`src/rtl/v_lsu_burst.sv`:
```
// v_lsu_burst: multi-beat vector load/store unit splitting one VLEN access into VLEN/VRAM_DW VRAM beats
module v_lsu_burst #(
  parameter int VLEN    = 512,
  parameter int VRAM_DW = 128,
  parameter int VRAM_AW = 64,
  parameter int VREG_AW = 5
) (
  input  logic                 clk,
  input  logic                 rst,
  input  logic                 req_valid,
  output logic                 req_ready,
  input  logic                 req_we,
  input  logic [VRAM_AW-1:0]   req_base,
  input  logic [VRAM_AW-1:0]   req_stride,
  input  logic [VLEN-1:0]      req_wdata,
  input  logic [VLEN/8-1:0]    req_bmask,
  input  logic [VREG_AW-1:0]   req_vd,
  output logic                 resp_valid,
  input  logic                 resp_ready,
  output logic                 resp_we,
  output logic [VREG_AW-1:0]   resp_vd,
  output logic [VLEN-1:0]      resp_rdata,
  output logic                 busy,
  output logic                 vram_r_ena,
  output logic [VRAM_AW-1:0]   vram_r_addr,
  input  logic [VRAM_DW-1:0]   vram_r_data,
  output logic                 vram_w_ena,
  output logic [VRAM_AW-1:0]   vram_w_addr,
  output logic [VRAM_DW-1:0]   vram_w_data,
  output logic [VRAM_DW-1:0]   vram_w_mask
);
  localparam int BEATS = VLEN / VRAM_DW;
  localparam int BW    = VRAM_DW / 8;
  localparam int CW    = BEATS > 1 ? $clog2(BEATS) : 1;
  typedef enum logic [1:0] {IDLE, RD, WR, RESP} state_t;
  state_t                          state_q, state_d;
  logic [CW-1:0]                   cnt_q, cnt_d;
  logic [VRAM_AW-1:0]              addr_q, addr_d, stride_q, stride_d;
  logic [BEATS-1:0][VRAM_DW-1:0]   wdata_q, wdata_d, rbuf_q, rbuf_d;
  logic [BEATS-1:0][BW-1:0]        bmask_q, bmask_d;
  logic [VREG_AW-1:0]              vd_q, vd_d;
  logic                            we_q, we_d;
  logic [BW-1:0]                   beat_bm;
  logic [VRAM_DW-1:0]              beat_wm;
  logic                            last;
  assign beat_bm = bmask_q[cnt_q];
  assign last    = cnt_q == CW'(BEATS - 1);
  for (genvar i = 0; i < BW; i++) begin : g_mask
    assign beat_wm[i*8 +: 8] = {8{beat_bm[i]}};
  end
  always_comb begin
    state_d  = state_q;
    cnt_d    = cnt_q;
    addr_d   = addr_q;
    stride_d = stride_q;
    wdata_d  = wdata_q;
    bmask_d  = bmask_q;
    vd_d     = vd_q;
    we_d     = we_q;
    rbuf_d   = rbuf_q;
    case (state_q)
      IDLE: if (req_valid) begin
        addr_d   = req_base;
        stride_d = req_stride;
        wdata_d  = req_wdata;
        bmask_d  = req_bmask;
        vd_d     = req_vd;
        we_d     = req_we;
        rbuf_d   = '0;
        cnt_d    = '0;
        state_d  = req_we ? WR : RD;
      end
      RD, WR: begin
        if (state_q == RD) rbuf_d[cnt_q] = vram_r_data;
        addr_d = addr_q + stride_q;
        cnt_d  = cnt_q + 1'b1;
        if (last) state_d = RESP;
      end
      RESP: if (resp_ready) state_d = IDLE;
    endcase
  end
  always_ff @(posedge clk or negedge rst) begin
    if (!rst) begin
      state_q  <= IDLE;
      cnt_q    <= '0;
      addr_q   <= '0;
      stride_q <= '0;
      wdata_q  <= '0;
      bmask_q  <= '0;
      vd_q     <= '0;
      we_q     <= 1'b0;
      rbuf_q   <= '0;
    end else begin
      state_q  <= state_d;
      cnt_q    <= cnt_d;
      addr_q   <= addr_d;
      stride_q <= stride_d;
      wdata_q  <= wdata_d;
      bmask_q  <= bmask_d;
      vd_q     <= vd_d;
      we_q     <= we_d;
      rbuf_q   <= rbuf_d;
    end
  end
  // req_ready is gated by rst so every output reads 0 while reset is held
  assign req_ready   = rst && state_q == IDLE;
  assign busy        = state_q != IDLE;
  assign resp_valid  = state_q == RESP;
  assign resp_we     = we_q;
  assign resp_vd     = vd_q;
  assign resp_rdata  = rbuf_q;
  assign vram_r_ena  = state_q == RD;
  assign vram_r_addr = vram_r_ena ? addr_q : '0;
  assign vram_w_ena  = state_q == WR && |beat_bm;
  assign vram_w_addr = vram_w_ena ? addr_q : '0;
  assign vram_w_data = state_q == WR ? wdata_q[cnt_q] : '0;
  assign vram_w_mask = state_q == WR ? beat_wm : '0;
endmodule

```
`config.mk`:
```
export PLATFORM = sky130hd
export DESIGN_NAME = v_lsu_burst
export DESIGN_NICKNAME = d
export VERILOG_FILES = /design/src/rtl/v_lsu_burst.sv
export SDC_FILE = /design/constraint.sdc
export NUM_CORES = 2
export LEC_CHECK = 0
export BUFFER_PORTS_ARGS = -buffer_cell sky130_fd_sc_hd__buf_2
export CAP_MARGIN = 40
export CORE_AREA = 2 2 682 684
export DETAILED_ROUTE_END_ITERATION = 16
export DIE_AREA = 0 0 684 686
export GPL_ROUTABILITY_DRIVEN = 0
export GPL_TIMING_DRIVEN = 1
export MAX_ROUTING_LAYER = met4
export PLACE_DENSITY = 0.3
export SLEW_MARGIN = 40
export SYNTH_ARGS = -nofsm -noshare
export SYNTH_HDL_FRONTEND = slang
export SYNTH_SLANG_ARGS = --single-unit
```
`constraint.sdc`:
```
create_clock -name clk -period 2.9 [get_ports clk]
set_input_delay 0.145 -clock clk [delete_from_list [all_inputs] [get_ports clk]]
set_output_delay 0.145 -clock clk [all_outputs]
set_load 0.02 [all_outputs]
```
==> metrics.csv <==
stage,metric,value,unit
drt,drt_drc_violations_left,0,
floorplan,ios,1749,
timing,tightestPinTransition,799,ps
placed_design,dp.cells,11900,
worst_hold_path,min_path_type,in2reg,
clocking,cts_max_level,4,
cells_and_area,fin_area,92800,um2
clocking,numCtsBuffers,171,
floorplan,dieArea,469000,um2
drt,vias_per_cell,3.60,
global_routing,grt.overflow.total,0,
clocking,cts_buffer_depth,4,
worst_setup_path,cp_common_cell,buf_12,
timing,rsz0062_at_grt,yes,
drt,drtAntennaViolNets,0,
synthesis,yosys_warnings,0,
synthesis,synth.area.top_cells,"dfrtp_1 56%, mux2_2 13%, a22o_1 8.3%",
global_routing,grt_max_degree,132,
synthesis,synthCells,3998,
timing,setup_slack,-700,ps
cells_and_area,fin_cells,13500,
cells_and_area,final_nets,8034,
power,power_density,1200,nW/um2
synthesis,ys_seq_area_share,56.5,%
timing,hold_viol,0,
worst_setup_path,crit_chain,buf_16 -> mux4_2 -> nor4_4 -> buf_4 -> a41oi_4 -> buf_12 -> buf_12 -> and2_1 -> buf_2,
timing,fin_crit,3600,ps
floorplan,start_util,11.8,%
drt,firstDrtPassIters,8,
synthesis,syn-num-nets,4912,
synthesis,synthFlopType,dfrtp_1,
worst_setup_path,required,2760,ps
synthesis,synth.most_common_cell,dfrtp_1,
status,run_status,"finished, violations left",
global_routing,grt_pass1_vias,51100,
global_routing,grt_pass1_wl,487000,um
clocking,clk_pin_slew,60,ps
timing,finClkSkew,78.0,ps
synthesis,synthDominantCellAreaShare,56.5,%
worst_setup_path,slowest_stage,mux4_2,
timing,fmax,278,MHz
floorplan,die_y,686,um
synthesis,yosys.area.top_type,dfrtp_1,
synthesis,synth_cell_type_count,64,
worst_setup_path,cp-end-kind,output port,
floorplan,rows,250,
drt,vias,48800,
synthesis,netlist_area,54300,um2
flow_run,max_cap_viol_count,0,
synthesis,synth-edff-count,0,
status,violations,negative setup slack,
power,ir_worst_vdd,0.000752,V
cells_and_area,drive_above_1_share,48.0,%
cells_and_area,syn_to_final_growth,70.8,%
floorplan,die_x,684,um
worst_setup_path,start_kind,register,
worst_setup_path,slowest_delay,580,ps
clocking,clock-root-buffer,clkbuf_16,
global_routing,antenna_found_initial,205,
timing,slew_violations,0,
timing,whs,101,ps
timing,slew_headroom,46.7,%
drt,drtIter0Drc,2707,
timing,setup_viol,453,
placed_design,hpwlAfterDp,293000,um
placed_design,io_buffer_count,1748,
worst_setup_path,crit_arrival,3450,ps
power,p_leak,0.0428,uW
drt,wl_per_cell,27.4,um
timing,finalCritPeriodShare,124,%
synthesis,ys_seq_elements,1226,
floorplan,fp.coreArea,462000,um2
synthesis,synth.avg_cell_area,13.6,um2
drt,routed_wl,371000,um
clocking,clk_latency,890,ps
clocking,cts_sinks,1226,
global_routing,grtUsageTotal,15.6,%
placed_design,place_area,72700,um2
synthesis,synthTopCellsByCount,"1,226 x dfrtp_1, 646 x mux2_2, 512 x a22o_1, 277 x and2_1, 253 x clkbuf_1",
synthesis,synthArstFlopShare,100,%
clocking,cts_tree,done,
worst_setup_path,crit_fanout,42,
worst_setup_path,critPathKind,reg2out,
layout make-up:
class | instances | area [um2]
Sequential cell | 1226 | 30700
Clock inverter | 49 | 591
Clock buffer | 250 | 5070
Multi-Input combinational cell | 2354 | 22600
Inverter | 18 | 67.6
Fill cell | 50500 | 369000
Antenna cell | 114 | 285
Tap cell | 6174 | 7720
Timing Repair Buffer | 3349 | 25800
path summary, 6_finish.rpt:
check	from	end	slack (ps)	cells past startpoint
max	cnt_q[0]	vram_w_addr[56]	-700	9
min	req_wdata[33]	wdata_q[33]	100	3
max reg2reg	addr_q[7]	addr_q[60]	-240	14
min reg2reg	resp_rdata[134]	resp_rdata[134]	500	1
max in group asynchronous	rst	resp_rdata[13]	1760	4
min in group asynchronous	rst	resp_rdata[382]	160	3
critical path, delay by kind of cell, from the launching register on:
family	cells	cell delay [ps]
AOI/OAI and AO/OA	1	100
muxes	1	580
DFF	1	450
and+or+nand+nor	2	550
buffers and inverters	5	870
through the flow:
stage	total power [uW]	util, %	TNS [ps]	setup slack [ps]
finish	112000	20.1	-102110	-700
global route	118000	20.1	-231900	-841
CTS	111000	19.7	-162870	-857
detailed placement	84300	15.7	-22900	-769
global placement	84300	15.7	-18210	-834
floorplan	57200	-	0	19.8
registers in the layout, summed over array words and instances, names as in the netlist:
signal,cells
resp_we,1
wdata_q,512
state_q,2
resp_rdata,512
addr_q,64
cnt_q,2
bmask_q,64
resp_vd,5
stride_q,64
timing repair:
item,4_1_cts,5_1_grt
cloned,14,4
pin swaps,18,65
buffers inserted,33,44
hold buffers,1131,0
endpoints found under the setup margin,423,606
hold endpoints to repair,2408,0
resized for setup,240,274
kinds of logic after synthesis:
logic type / share of synthesized area (%)
adders and majority gates: 1.67
buffers and inverters: 3.66
muxes: 19.8
AOI/OAI and AO/OA: 12.0
and+or+nand+nor: 5.63
DFF: 56.5
xor gates and xnor gates: 0.806
report_power, final:
part	internal (uW)	switching [uW]
sequential	23900	4390
clock	12900	8880
combinational	26400	35200
placed cells by master, fill, tap and decap left out, types with 113 or more instances in the layout:
master	n
mux2_2	646
and2_1	177
nand2_1	113
a22o_1	512
buf_2	1653
buf_4	359
diode_2	114
mux4_2	144
dfrtp_1	1224
clkbuf_16	178
dlygate4sd3_1	1130
metal layers:
layer / up-vias / wire length, um / global-route usage [%]
met4: 0 / 8380 / 3.11
met1: 25600 / 159000 / 19.2
met3: 429 / 20000 / 3.11
met2: 1653 / 184000 / 26.5
met5: - / 0 / -
li1: 21100 / - / -
Note: power is estimated with default switching activity, not from simulation.
